**config.mk**
```make
export PLATFORM = sky130hd
export DESIGN_NAME = saradc_sar_ctrl
export DESIGN_NICKNAME = d
export VERILOG_FILES = /design/src/rtl/saradc_sar_ctrl.sv
export SDC_FILE = /design/constraint.sdc
export NUM_CORES = 1
export LEC_CHECK = 0
export CAP_MARGIN = 20
export CORE_ASPECT_RATIO = 0.5
export CORE_UTILIZATION = 55
export DETAILED_ROUTE_END_ITERATION = 8
export DONT_BUFFER_PORTS = 1
export PLACE_DENSITY = 0.71
export SLEW_MARGIN = 15
export SYNTH_ARGS = -nofsm -noshare
export SYNTH_HDL_FRONTEND = slang
export SYNTH_SLANG_ARGS = --single-unit
```
**constraint.sdc**
```tcl
create_clock -name CLK -period 2.85 [get_ports CLK]
set_clock_uncertainty 0.2 [all_clocks]
set_input_delay 0.285 -clock CLK [delete_from_list [all_inputs] [get_ports CLK]]
set_output_delay 0.285 -clock CLK [all_outputs]
set_load 0.1 [all_outputs]
```
**src/rtl/saradc_sar_ctrl.sv**
```systemverilog
// rtl/saradc_sar_ctrl.sv - SAR conversion controller for SARADC_ANALOG; option macro SARADC_CTRL_CMP_SYNC_EN
module saradc_sar_ctrl #(
  parameter int NBITS = 8,
  parameter int NSAMP = 2
) (
  input  logic             CLK,
  input  logic             RST,
  input  logic             START,
  input  logic             CONT,
  input  logic             CMPO,
  output logic             SAMPLE,
  output logic [NBITS-1:0] RESULTP,
  output logic [NBITS-1:0] RESULTN,
  output logic             VALID,
  output logic             BUSY,
  output logic [NBITS-1:0] DOUT,
  output logic             DOUT_VALID,
  input  logic             DOUT_READY,
  output logic             OVERRUN
);

  localparam int CW = (NSAMP > 1) ? $clog2(NSAMP) : 1;
  localparam int KW = (NBITS > 1) ? $clog2(NBITS) : 1;
  localparam logic [NBITS-1:0] MSB_TRIAL = NBITS'(1) << (NBITS - 1);

  typedef enum logic [1:0] {
    S_IDLE,
    S_SAMPLE,
    S_CONVERT,
    S_DONE
  } state_t;

  state_t           state;
  logic [CW-1:0]    samp_cnt;
  logic [KW-1:0]    bit_idx;
  logic             cmp_bit;
  logic             decide_now;
  logic [NBITS-1:0] code_dec;
  logic [NBITS-1:0] mask_dec;
  logic [NBITS-1:0] resn_dec;

`ifdef SARADC_CTRL_CMP_SYNC_EN
  logic       cmp_meta;
  logic [1:0] phase;

  // cmp_meta is the first synchronizer stage; the RESULTP/DOUT decision flop is the second.
  always_ff @(posedge CLK or posedge RST) begin
    if (RST) begin
      cmp_meta <= 1'b0;
    end else begin
      cmp_meta <= CMPO;
    end
  end

  assign cmp_bit    = cmp_meta;
  assign decide_now = (phase == 2'd2);
`else
  assign cmp_bit    = CMPO;
  assign decide_now = 1'b1;
`endif

  // Code after deciding bit_idx, with the next lower bit raised as the new trial.
  always_comb begin
    code_dec = RESULTP;
    mask_dec = '0;
    for (int i = 0; i < NBITS; i++) begin
      if (i == int'(bit_idx)) begin
        code_dec[i] = cmp_bit;
      end else if (i == int'(bit_idx) - 1) begin
        code_dec[i] = 1'b1;
      end
      mask_dec[i] = (i >= int'(bit_idx) - 1);
    end
    resn_dec = ~code_dec & mask_dec;
  end

  always_ff @(posedge CLK or posedge RST) begin
    if (RST) begin
      state      <= S_IDLE;
      samp_cnt   <= '0;
      bit_idx    <= '0;
      SAMPLE     <= 1'b0;
      RESULTP    <= '0;
      RESULTN    <= '0;
      VALID      <= 1'b0;
      BUSY       <= 1'b0;
      DOUT       <= '0;
      DOUT_VALID <= 1'b0;
      OVERRUN    <= 1'b0;
`ifdef SARADC_CTRL_CMP_SYNC_EN
      phase      <= 2'd0;
`endif
    end else begin
      VALID <= 1'b0;
      if (DOUT_VALID && DOUT_READY) begin
        DOUT_VALID <= 1'b0;
      end

      case (state)
        S_IDLE: begin
          if (START) begin
            state    <= S_SAMPLE;
            SAMPLE   <= 1'b1;
            BUSY     <= 1'b1;
            samp_cnt <= '0;
          end
        end

        S_SAMPLE: begin
          if (samp_cnt == CW'(NSAMP - 1)) begin
            state   <= S_CONVERT;
            SAMPLE  <= 1'b0;
            bit_idx <= KW'(NBITS - 1);
            RESULTP <= MSB_TRIAL;
            RESULTN <= '0;
`ifdef SARADC_CTRL_CMP_SYNC_EN
            phase   <= 2'd0;
`endif
          end else begin
            samp_cnt <= samp_cnt + CW'(1);
          end
        end

        S_CONVERT: begin
`ifdef SARADC_CTRL_CMP_SYNC_EN
          phase <= decide_now ? 2'd0 : phase + 2'd1;
`endif
          if (decide_now) begin
            RESULTP <= code_dec;
            RESULTN <= resn_dec;
            if (bit_idx == '0) begin
              state      <= S_DONE;
              VALID      <= 1'b1;
              DOUT       <= code_dec;
              DOUT_VALID <= 1'b1;
              // A same-cycle consume frees the slot, so only an unread result counts as overrun.
              OVERRUN    <= OVERRUN | (DOUT_VALID & ~DOUT_READY);
            end else begin
              bit_idx <= bit_idx - KW'(1);
            end
          end
        end

        S_DONE: begin
          RESULTP <= '0;
          RESULTN <= '0;
          if (CONT) begin
            state    <= S_SAMPLE;
            SAMPLE   <= 1'b1;
            samp_cnt <= '0;
          end else begin
            state <= S_IDLE;
            BUSY  <= 1'b0;
          end
        end

        default: begin
          state  <= S_IDLE;
          SAMPLE <= 1'b0;
          BUSY   <= 1'b0;
        end
      endcase
    end
  end

endmodule
```
==> summary.txt, run 1 <==
part of the cycle the worst path needs - 82.4%
max_slew headroom - 37.4%
H-tree levels - 2
Register-to-Register Setup Slack - 0.50 ns
Crit Path Max Fanout - 12
fill count - 270
first-pass GRT wire length - 7360 um
sequential fraction of the synthesis area - 44.8%
Peak Freq - 426 MHz
DR iter-0 viols - 161
Final Hold Fails - 0
Root Driver - clkbuf_8
Clock Path Buffers - 2
Die Y - 44.1 um
CTS buffer count - 5
Worst-Margin Slew - 0.939 ns
arrival time worst endpoint - 2.31 ns
Synth Flop Type - dfrtp_1
num rows - 14
EDFF count, synth - 0
Post-Route WL - 4460 um
reg-to-reg endpoint - DOUT[1]$_DFFE_PP0P_
Final Instance Area - 2220 um^2
Sequential Area - 876 um^2
# diodes - 0
min-delay src - START
Slew Viols, Final - 0
RSZ-0062 raised after global routing - false
Post-Syn Nets - 216
TritonCTS clock tree - done
Routability Congestion - 0.891
Synth Warn # - 0
leak pwr - 1.07 nW
dpl hpwl - 3200 um
status - finished, final reports clean
nets - 231
Reg clk slew, reported paths - 0.07 ns
initial antenna violation count - 0
Core Area - 3190 um^2
Critical Path End Type - flop
Critical Path RT - 2.82 ns
drt wl/cell - 17.0 um
worst hold path class - in2reg
Setup TNS - 0 ns
Multi-input gate area - 987 um^2
via count - 1578
Startpoint Class - flop
Hold Worst Slack - 0.0216 ns
later-pin clock latency in the skew report - 0.28 ns
global router's overall resource usage - 26.1%
Die ar. - 3810 um^2
Area Overhead vs Synth - 13.6%
Avg Cell Area, Syn - 9.81 um^2
vias in the first global route - 1502
placed instance area - 2060 um^2
First-pass DRT Iterations - 5
ANT nets after route - 0
FF-to-FF path depth - 6
Final Util - 69.6%
Vias/cell - 6.00
# IOs - 35
synth unique cells - 46
register bit total from synthesis - 35
Die Wd - 86.3 um
Initial Utilization - 61.3%
CTS Sinks - 35
mapped cell area - 1950 um^2
Hold EP - BUSY$_DFFE_PP0P_
Residual DRC - 0
Setup-failing EPs final - 0
Final min period - 2.35 ns
r2r startpoint - bit_idx[0]$_DFFE_PP0P_
P per Cell Area - 1210 nW/um^2
CP Class - reg2reg
hold path depth - 3
share of layout cells above drive strength 1 - 16.3%
VDD IR max - 0.000590 V
Remaining Overflow, GRT - 0
Port Buffers - 0
post-cts resize count - 0
largest net degree at the start of global routing - 21
Max-cap violations - 0
Syn Inst Count - 199
ys async rst share - 100%
## where the power goes
part | switching (mW) | internal (mW)
combinational | 0.800 | 0.389
clock | 0.178 | 0.283
sequential | 0.439 | 0.604
## timing repair
action,CTS,global route
endpoints found under the hold margin,20,0
hold buffers,4,0
setup buffers,0,0
## cells by family after synthesis
group                      count (synthesis)  share of synthesized area (%)
DFF                                       35                           44.8
adders and majority gates                 11                           7.05
and+or+nand+nor                           60                           16.7
AOI/OAI and AO/OA                         64                           21.8
buffers and inverters                     20                           4.61
muxes                                      9                           5.00
## metal layers
| metal | global-route usage (%) | share of wire, % | vias to the layer above |
|---|---|---|---|
| met3 | 7.65 | 11 | 4 |
| met4 | 5.67 | 0.43 | 0 |
| met1 | 36.0 | 45 | 768 |
| li1 | - | - | 736 |
| met5 | 0 | 0 | - |
| met2 | 41.6 | 43 | 70 |
## worst max path at each step
| stage | start | to | slack, ns | depth (start not counted) |
|---|---|---|---|---|
| 4_1_cts | bit_idx[0]$_DFFE_PP0P_ | DOUT[1]$_DFFE_PP0P_ | 0.53 | 6 |
| 3_5_place_dp | bit_idx[0]$_DFFE_PP0P_ | DOUT[7]$_DFFE_PP0P_ | 0.55 | 6 |
| 6_report | bit_idx[0]$_DFFE_PP0P_ | DOUT[1]$_DFFE_PP0P_ | 0.50 | 6 |
| 5_1_grt | bit_idx[1]$_DFFE_PP0P_ | DOUT[6]$_DFFE_PP0P_ | 0.36 | 6 |
| 3_3_place_gp | bit_idx[0]$_DFFE_PP0P_ | DOUT[5]$_DFFE_PP0P_ | 0.60 | 6 |
| 2_1_floorplan | bit_idx[0]$_DFFE_PP0P_ | DOUT[1]$_DFFE_PP0P_ | 0.87 | 7 |
## layout by cell type (no fill, tap or decap), drive strengths merged, types with 7 or more instances in the layout
cell and instances:
ha 11, nand2b 9, nor2b 7, nand2 18, nor2 9, inv 11
buf 13, a21oi 12, dfrtp 35, o21ai 21
## flip-flops by register name, indices dropped and copies added (netlist names)
register	flops
samp_cnt	1
RESULTP	8
SAMPLE	1
RESULTN	8
bit_idx	3
state	2
DOUT	8
OVERRUN	1
BUSY	1
VALID	1
DOUT_VALID	1
## critical path, stage by stage, from the launching register on
cell,delay [ns]
dfrtp_1,0.50
inv_1,0.16
ha_1,0.30
nand2b_4,0.11
or2_1,0.41
inv_1,0.21
mux2_2,0.35
## synthesized netlist by cell type (2+ instances only)
cell,number,share of area (%)
clkbuf_1,2,0.38
o31ai_2,2,1.3
mux2i_1,3,1.5
a22oi_1,3,1.2
and3b_1,2,0.90
o21ai_0,19,4.9
a22o_1,4,1.8
or3_1,3,0.96
inv_1,10,1.9
ha_1,11,7.0
mux2_2,6,3.5
dfrtp_1,35,45
a32o_1,2,1.0
nand3_1,2,0.51
and2_1,3,0.96
o21ai_1,2,0.51
nand2_1,18,3.5
nor2b_1,7,2.2
a31oi_1,4,1.3
nand2b_1,8,2.6
o22a_1,2,0.90
nor2_1,9,1.7
nor3_1,2,0.51
buf_2,6,1.5
a21oi_1,12,3.1
o31ai_1,2,0.77
## layout make-up
type | instances | share of cell area, %
multi-input combinational | 144 | 44.5
sequential | 35 | 39.5
timing repair buffer | 17 | 6.20
clock buffer | 6 | 3.72
tap | 48 | 2.71
inverter | 11 | 1.86
clock inverter | 2 | 1.58
## through the flow
stage	instances	setup WS [ns]	power, mW
6_report	263	0.502	2.69
5_1_grt	263	0.357	2.85
4_1_cts	263	0.532	2.69
3_5_place_dp	251	0.545	2.22
3_3_place_gp	251	0.604	2.18
2_1_floorplan	199	0.866	1.95
(Power assumes the default switching activity.)
==> run 2, diff against run 1 <==
Clock period 2.85 ns to 2.2 ns, I/O delays scaled along.
==> run 2 against run 1 <==
Net effect:
- total power is 29% higher
- register-to-register slack worse by 0.33 ns
- largest power group unchanged
- cell count increased by 9.1%
- wire length rose by 5.2%
==> summary.txt, run 2 (synthesized netlist as in run 1, its figures left out) <==
status - finished, final reports clean (unchanged)
CP Class - reg2reg (unchanged)
Vias/cell - 5.76 (was 6.00)
part of the cycle the worst path needs - 92.1% (was 82.4%)
post-placement setup slack - 0.110 ns (was 0.545 ns)
ANT nets after route - 0 (unchanged)
# diodes - 0 (unchanged)
Slew Viols, Final - 0 (unchanged)
first-pass GRT wire length - 7770 um (was 7360 um)
Die Y - 44.1 um (unchanged)
via count - 1652 (was 1578)
clock power share - 12.3% (was 17.1%)
Max-cap violations - 0 (unchanged)
Critical Path RT - 2.17 ns (was 2.82 ns)
Residual DRC - 0 (unchanged)
Sw Share - 53.3% (was 52.6%)
TritonCTS clock tree - done (unchanged)
Hold Worst Slack - 0.0149 ns (was 0.0216 ns)
drt wl/cell - 16.3 um (was 17.0 um)
later-pin clock latency in the skew report - 0.29 ns (was 0.28 ns)
# IOs - 35 (unchanged)
Routability Congestion - 0.856 (was 0.891)
Critical Path End Type - flop (unchanged)
sequential share of power - 26.7% (was 38.7%)
Setup-failing EPs final - 0 (unchanged)
Final Hold Fails - 0 (unchanged)
P per Cell Area - 1460 nW/um^2 (was 1210 nW/um^2)
Port Buffers - 0 (unchanged)
VDD IR max - 0.000819 V (was 0.000590 V)
worst hold path class - in2reg (unchanged)
CTS Sinks - 35 (unchanged)
max_slew headroom - 40.0% (was 37.4%)
Peak Freq - 493 MHz (was 426 MHz)
Switch Pwr - 1.85 mW (was 1.42 mW)
Worst-Margin Slew - 0.900 ns (was 0.939 ns)
top flop regs - DOUT (8), RESULTN (8), RESULTP (8) (unchanged)
RSZ-0062 raised after global routing - false (unchanged)
arrival time worst endpoint - 2.00 ns (was 2.31 ns)
Area Overhead vs Synth - 21.8% (was 13.6%)
Final WS setup - 0.173 ns (was 0.502 ns)
Setup TNS - 0 ns (unchanged)
Pint - 1.63 mW (was 1.28 mW)
Root Driver - clkbuf_8 (unchanged)
Crit Path Max Fanout - 18 (was 12)
num rows - 14 (unchanged)
commonest non-fill, non-tap cell in the layout - buf_4 (was dfrtp_1)
vias in the first global route - 1616 (was 1502)
H-tree levels - 2 (unchanged)
Initial Utilization - 61.3% (unchanged)
Die Wd - 86.3 um (unchanged)
power share of the combinational group - 61.0% (was 44.1%)
Core Area - 3190 um^2 (unchanged)
Startpoint Class - flop (unchanged)
nets - 257 (was 231)
First-pass DRT Iterations - 4 (was 5)
Reg clk slew, reported paths - 0.06 ns (was 0.07 ns)
global router's overall resource usage - 28.2% (was 26.1%)
leak pwr - 1.17 nW (was 1.07 nW)
DR iter-0 viols - 140 (was 161)
CTS buffer count - 5 (unchanged)
most frequent cells in the layout - 38 x buf_4, 35 x dfrtp_1, 19 x o21ai_0 (was 35 x dfrtp_1, 19 x o21ai_0, 18 x nand2_1)
largest net degree at the start of global routing - 36 (was 21)
dpl hpwl - 3220 um (was 3200 um)
Post-Route WL - 4690 um (was 4460 um)
Final min period - 2.03 ns (was 2.35 ns)
initial antenna violation count - 0 (unchanged)
Remaining Overflow, GRT - 0 (unchanged)
Die ar. - 3810 um^2 (unchanged)
Clock Path Buffers - 2 (unchanged)
share of layout cells above drive strength 1 - 24.3% (was 16.3%)
[run 2: cell count changes in the layout (fill, tap and decap cells not counted)]
cell           before  now
a221oi_2            0    1
a221oi_1            1    0
buf_4              13   38
a2111oi_1           0    1
clkinv_2            1    0
a2111oi_0           1    0
dlygate4sd3_1       4    5
clkbuf_1            0    1
clkbuf_8            6    5
bufinv_16           1    0
[run 2: critical path, cell delays in order (launching register included)]
cell and delay [ns]:
dfrtp_1 0.41, inv_1 0.13, ha_1 0.26, nand2b_1 0.15, nand2b_1 0.16, buf_4 0.26
nor3_1 0.08, a221o_1 0.27
[run 2: power by group through the flow]
stage / clock network [mW] / registers, mW / logic (mW)
final: 0.428 / 0.931 / 2.12
after global routing: 0.455 / 0.951 / 2.26
after detailed placement: 0 / 0.939 / 2.06
after floorplan: 0 / 1.62 / 0.908
after global placement: 0 / 0.931 / 2.01
after CTS: 0.438 / 0.929 / 2.10
[run 2: final timing paths]
path | depth (start not counted) | startpoint | endpoint | slack [ns]
min in group asynchronous | 3 | RST | RESULTN[4]$_DFFE_PP0P_ | 0.29
setup reg to reg | 7 | state[1]$_DFFE_PP0P_ | RESULTP[7]$_DFFE_PP0P_ | 0.17
max in group asynchronous | 3 | RST | RESULTP[1]$_DFFE_PP0P_ | 1.19
setup / recovery | 7 | state[1]$_DFFE_PP0P_ | RESULTP[7]$_DFFE_PP0P_ | 0.17
hold / removal | 3 | CMPO | RESULTN[0]$_DFFE_PP0P_ | 0.01
hold reg to reg | 1 | OVERRUN$_DFFE_PP0P_ | OVERRUN$_DFFE_PP0P_ | 0.28
[run 2: area by class of cell]
type | instances | area [um^2]
Clock buffer | 6 | 72.6
Fill cell | 260 | 808
Inverter | 11 | 41.3
Multi-Input combinational cell | 144 | 995
Sequential cell | 35 | 876
Tap cell | 48 | 60.1
Timing Repair Buffer | 43 | 335
[run 2: layer usage]
layer	wire (um)	global-route usage, %	up-vias	share of wire, %
met5	0	0	-	0
met4	73	12.7	0	1.6
met3	354	7.84	10	7.5
met2	2090	44.4	58	45
met1	2170	37.2	797	46
li1	-	-	787	-
[run 2: repair_timing]
| item | CTS | global route |
|---|---|---|
| setup endpoints to repair | 0 | 4 |
| hold endpoints to repair | 40 | 0 |
| hold buffers | 5 | 0 |
| gates resized for setup | 0 | 2 |
| setup buffers | 0 | 0 |
[run 2: per-stage QoR]
step	power [mW]	instances	util, %	area, um^2
2_1_floorplan	2.53	199	-	1950
3_3_place_gp	2.94	276	70.6	2250
3_5_place_dp	3.00	276	70.6	2250
4_1_cts	3.46	287	74.4	2370
5_1_grt	3.67	287	74.6	2380
6_report	3.48	287	74.6	2380
==> run 3, diff against run 2 <==
Settings changed: SETUP_SLACK_MARGIN set to 0.5.
==> run 3 against run 2 <==
Net effect:
- the flow now stops in 5_1_grt
- synthesized cell count unchanged
- synthesized area unchanged
==> summary.txt, run 3 <==
Commonest cells post-synth - 35 x dfrtp_1, 19 x o21ai_0, 18 x nand2_1, 12 x a21oi_1, 11 x ha_1 (unchanged)
Clock Path Buffers - 2 (unchanged)
Syn Inst Count - 199 (unchanged)
Synth Flop Type - dfrtp_1 (unchanged)
Routability Congestion - 0.844 (was 0.856)
Avg Cell Area, Syn - 9.81 um^2 (unchanged)
dpl hpwl - 3280 um (was 3220 um)
post-synth top area share - 44.8% (unchanged)
register bit total from synthesis - 35 (unchanged)
H-tree levels - 2 (unchanged)
synth unique cells - 46 (unchanged)
Port Buffers - 0 (unchanged)
mapped cell area - 1950 um^2 (unchanged)
largest area contributor in the netlist - dfrtp_1 (unchanged)
Log Error - [ERROR DPL-0033] detailed placement checks failed during check placement.
Initial Utilization - 61.3% (unchanged)
num rows - 14 (unchanged)
Worst endpoint type - sequential cell input
CTS buffer count - 5 (unchanged)
ranking of synthesized cells by area - dfrtp_1 45%, ha_1 7.0%, o21ai_0 4.9%, nand2_1 3.5%, mux2_2 3.5% (unchanged)
Worst Endpoint after GRT Repair - RESULTN[1]$_DFFE_PP0P_/D
Die Y - 44.1 um (unchanged)
placed instance count - 270 (was 276)
Exit stage - 5_1_grt
Root Driver - clkbuf_8 (unchanged)
EDFF count, synth - 0 (unchanged)
Die Wd - 86.3 um (unchanged)
sequential fraction of the synthesis area - 44.8% (unchanged)
initial antenna violation count - 0
# IOs - 35 (unchanged)
Post-Syn Nets - 216 (unchanged)
most common cell in the synthesized netlist - dfrtp_1 (unchanged)
CTS Sinks - 35 (unchanged)
status - stopped before the end (was finished, final reports clean)
ys async rst share - 100% (unchanged)
largest net degree at the start of global routing - 36
Synth Warn # - 0 (unchanged)
-- run 3: cell counts after synthesis --
No cell type changed its count.
-- run 3: stage by stage --
step / instance area [um^2] / hold WS, ns / worst slack (ns) / utilization [%]
after CTS: 2890 / 0.0384 / 0.360 / 90.7
after detailed placement: 2310 / 0.0362 / 0.253 / 72.5
after floorplan: 2090 / 0.170 / 0.419 / -
after global placement: 2310 / 0.0292 / 0.260 / 72.5
-- run 3: repair_timing --
action | in CTS
gates resized for setup | 46
pin swaps | 10
endpoints found under the setup margin | 27
endpoints found under the hold margin | 41
buffers inserted | 28
hold buffers | 5
-- run 3: kinds of logic after synthesis --
logic type | share of synthesized area [%]
flip-flops | 44.8
adder cells (fa/ha/maj) | 7.05
AND/OR/NAND/NOR | 16.7
buffers and inverters | 4.61
multiplexers | 5.00
AO/OA/AOI/OAI | 21.8
==> run 4, diff against run 3 <==
Settings changed: CORE_ASPECT_RATIO 0.5 to not set, CORE_UTILIZATION 55 to 40, PLACE_DENSITY 0.71 to not set, PLACE_DENSITY_LB_ADDON set to 0.15, SETUP_SLACK_MARGIN 0.5 to not set.
==> run 4 against run 3 <==
Net effect:
- the run now ends clean
==> summary.txt, run 4 (synthesized netlist as in run 1, its figures left out) <==
Residual DRC - 0
CTS Sinks - 35 (unchanged)
# diodes - 0
Startpoint Class - flop
VDD IR max - 0.000722 V
Setup-failing EPs final - 0
Routability Congestion - 0.868 (was 0.844)
Worst-Margin Slew - 0.897 ns
drt wl/cell - 14.6 um
most used cell, CP - nand2b_1
Die Y - 71.9 um (was 44.1 um)
Slew Viols, Final - 0
status - finished, final reports clean (was stopped before the end)
initial antenna violation count - 0
Core Area - 4720 um^2
Root Driver - clkbuf_8 (unchanged)
Max-cap violations - 0
fill count - 439
worst hold path class - in2reg
Multi-input gate area - 988 um^2
top flop regs - DOUT (8), RESULTN (8), RESULTP (8)
Die ar. - 5170 um^2
Critical Path RT - 2.18 ns
part of the cycle the worst path needs - 92.5%
commonest non-fill, non-tap cell in the layout - buf_4
P per Cell Area - 1430 nW/um^2
Crit path buffers/inverters - 2
first-pass GRT wire length - 7450 um
# IOs - 35 (unchanged)
First-pass DRT Iterations - 4
Peak Freq - 492 MHz
Port Buffers - 0 (unchanged)
Hold Worst Slack - 0.00846 ns
cell breakdown of the critical path - inv_1 -> ha_1 -> nand2b_1 -> nand2b_1 -> buf_4 -> a32o_1 -> a21o_1
max_slew headroom - 40.2%
global router's overall resource usage - 18.9%
H-tree levels - 2 (unchanged)
DR iter-0 viols - 69
Remaining Overflow, GRT - 0
Critical Path End Type - flop
RSZ-0062 raised after global routing - false
Final Hold Fails - 0
Post-Route WL - 4510 um
vias in the first global route - 1548
Final min period - 2.03 ns
Crit Path Max Fanout - 12
most frequent cells in the layout - 39 x buf_4, 35 x dfrtp_1, 19 x o21ai_0
later-pin clock latency in the skew report - 0.29 ns
Reg clk slew, reported paths - 0.07 ns
Area Overhead vs Synth - 23.8%
CP top delay family - simple AND/OR/NAND/NOR gates
Vias/cell - 5.24
ANT nets after route - 0
max incr delay on CP - 0.38 ns
arrival time worst endpoint - 2.01 ns
Clock Path Buffers - 2 (unchanged)
CP Class - reg2reg
Die Wd - 71.9 um (was 86.3 um)
Sequential Area - 876 um^2
nets - 258
Setup TNS - 0 ns
leak pwr - 1.18 nW
num rows - 25 (was 14)
dpl hpwl - 3320 um (was 3280 um)
via count - 1619
largest net degree at the start of global routing - 36
CTS buffer count - 5 (unchanged)
Initial Utilization - 41.4% (was 61.3%)
Final Util - 51.2%
share of layout cells above drive strength 1 - 24.8%
TritonCTS clock tree - done
Crit-path slowest cell - dfrtp_1
postcts setup bufs - 0 (was 28)
## run 4: final cells by class
cell class                      instances  area share (%)
Clock buffer                            6            3.00
Clock inverter                          2           0.518
Inverter                               11            1.71
Multi-Input combinational cell        144            40.9
Sequential cell                        35            36.2
Tap cell                               67            3.47
Timing Repair Buffer                   44            14.2
## run 4: metrics by stage
| step | area, um^2 | setup slack, ns | instances | power [mW] |
|---|---|---|---|---|
| after global routing | 2420 | 0.0405 | 309 | 3.68 |
| after detailed placement | 2280 | 0.185 | 296 | 3.00 |
| after floorplan | 1950 | 0.216 | 199 | 2.53 |
| after global placement | 2280 | 0.256 | 296 | 2.96 |
| after CTS | 2420 | 0.163 | 309 | 3.49 |
| final | 2420 | 0.166 | 309 | 3.47 |
## run 4: worst paths after layout
path                                 startpoint                     end  slack, ns  cells past startpoint
hold / removal                             CMPO  RESULTN[1]$_DFFE_PP0P_      0.008                      3
setup / recovery           state[1]$_DFFE_PP0P_  RESULTN[6]$_DFFE_PP0P_       0.17                      7
setup reg to reg           state[1]$_DFFE_PP0P_  RESULTN[6]$_DFFE_PP0P_       0.17                      7
max in group asynchronous                   RST      SAMPLE$_DFFE_PP0P_       1.20                      3
min in group asynchronous                   RST  RESULTN[2]$_DFFE_PP0P_       0.27                      3
hold reg to reg             DOUT[4]$_DFFE_PP0P_     DOUT[4]$_DFFE_PP0P_       0.28                      2
## run 4: routing by layer
metal  routed length (um)  part of all wire [%]  global-route usage (%)  up-vias
met1                 2040                    45                    24.8      782
met5                    0                     0                       0        -
met4                   97                   2.2                    7.41        0
met2                 2190                    48                    30.6       37
met3                  189                   4.2                    3.94       11
li1                     -                     -                       -      789
## run 4: worst reg2reg max path, cell delays in order (launching register included)
cell and delay [ns]:
dfrtp_1 0.38, inv_1 0.09, ha_1 0.24, nand2b_1 0.16, nand2b_1 0.23, buf_4 0.26, a32o_1 0.21, a21o_1 0.15
## run 4: what timing repair did
action / CTS / global route
hold buffers: 5 / 0
endpoints found under the hold margin: 41 / 0
resized for setup: 0 / 1
endpoints found under the setup margin: 0 / 1
## run 4: where the power goes
group | leakage [nW] | switching, mW | internal [mW]
Combinational | 0.694 | 1.48 | 0.619
Sequential | 0.446 | 0.127 | 0.792
Clock | 0.0412 | 0.231 | 0.221
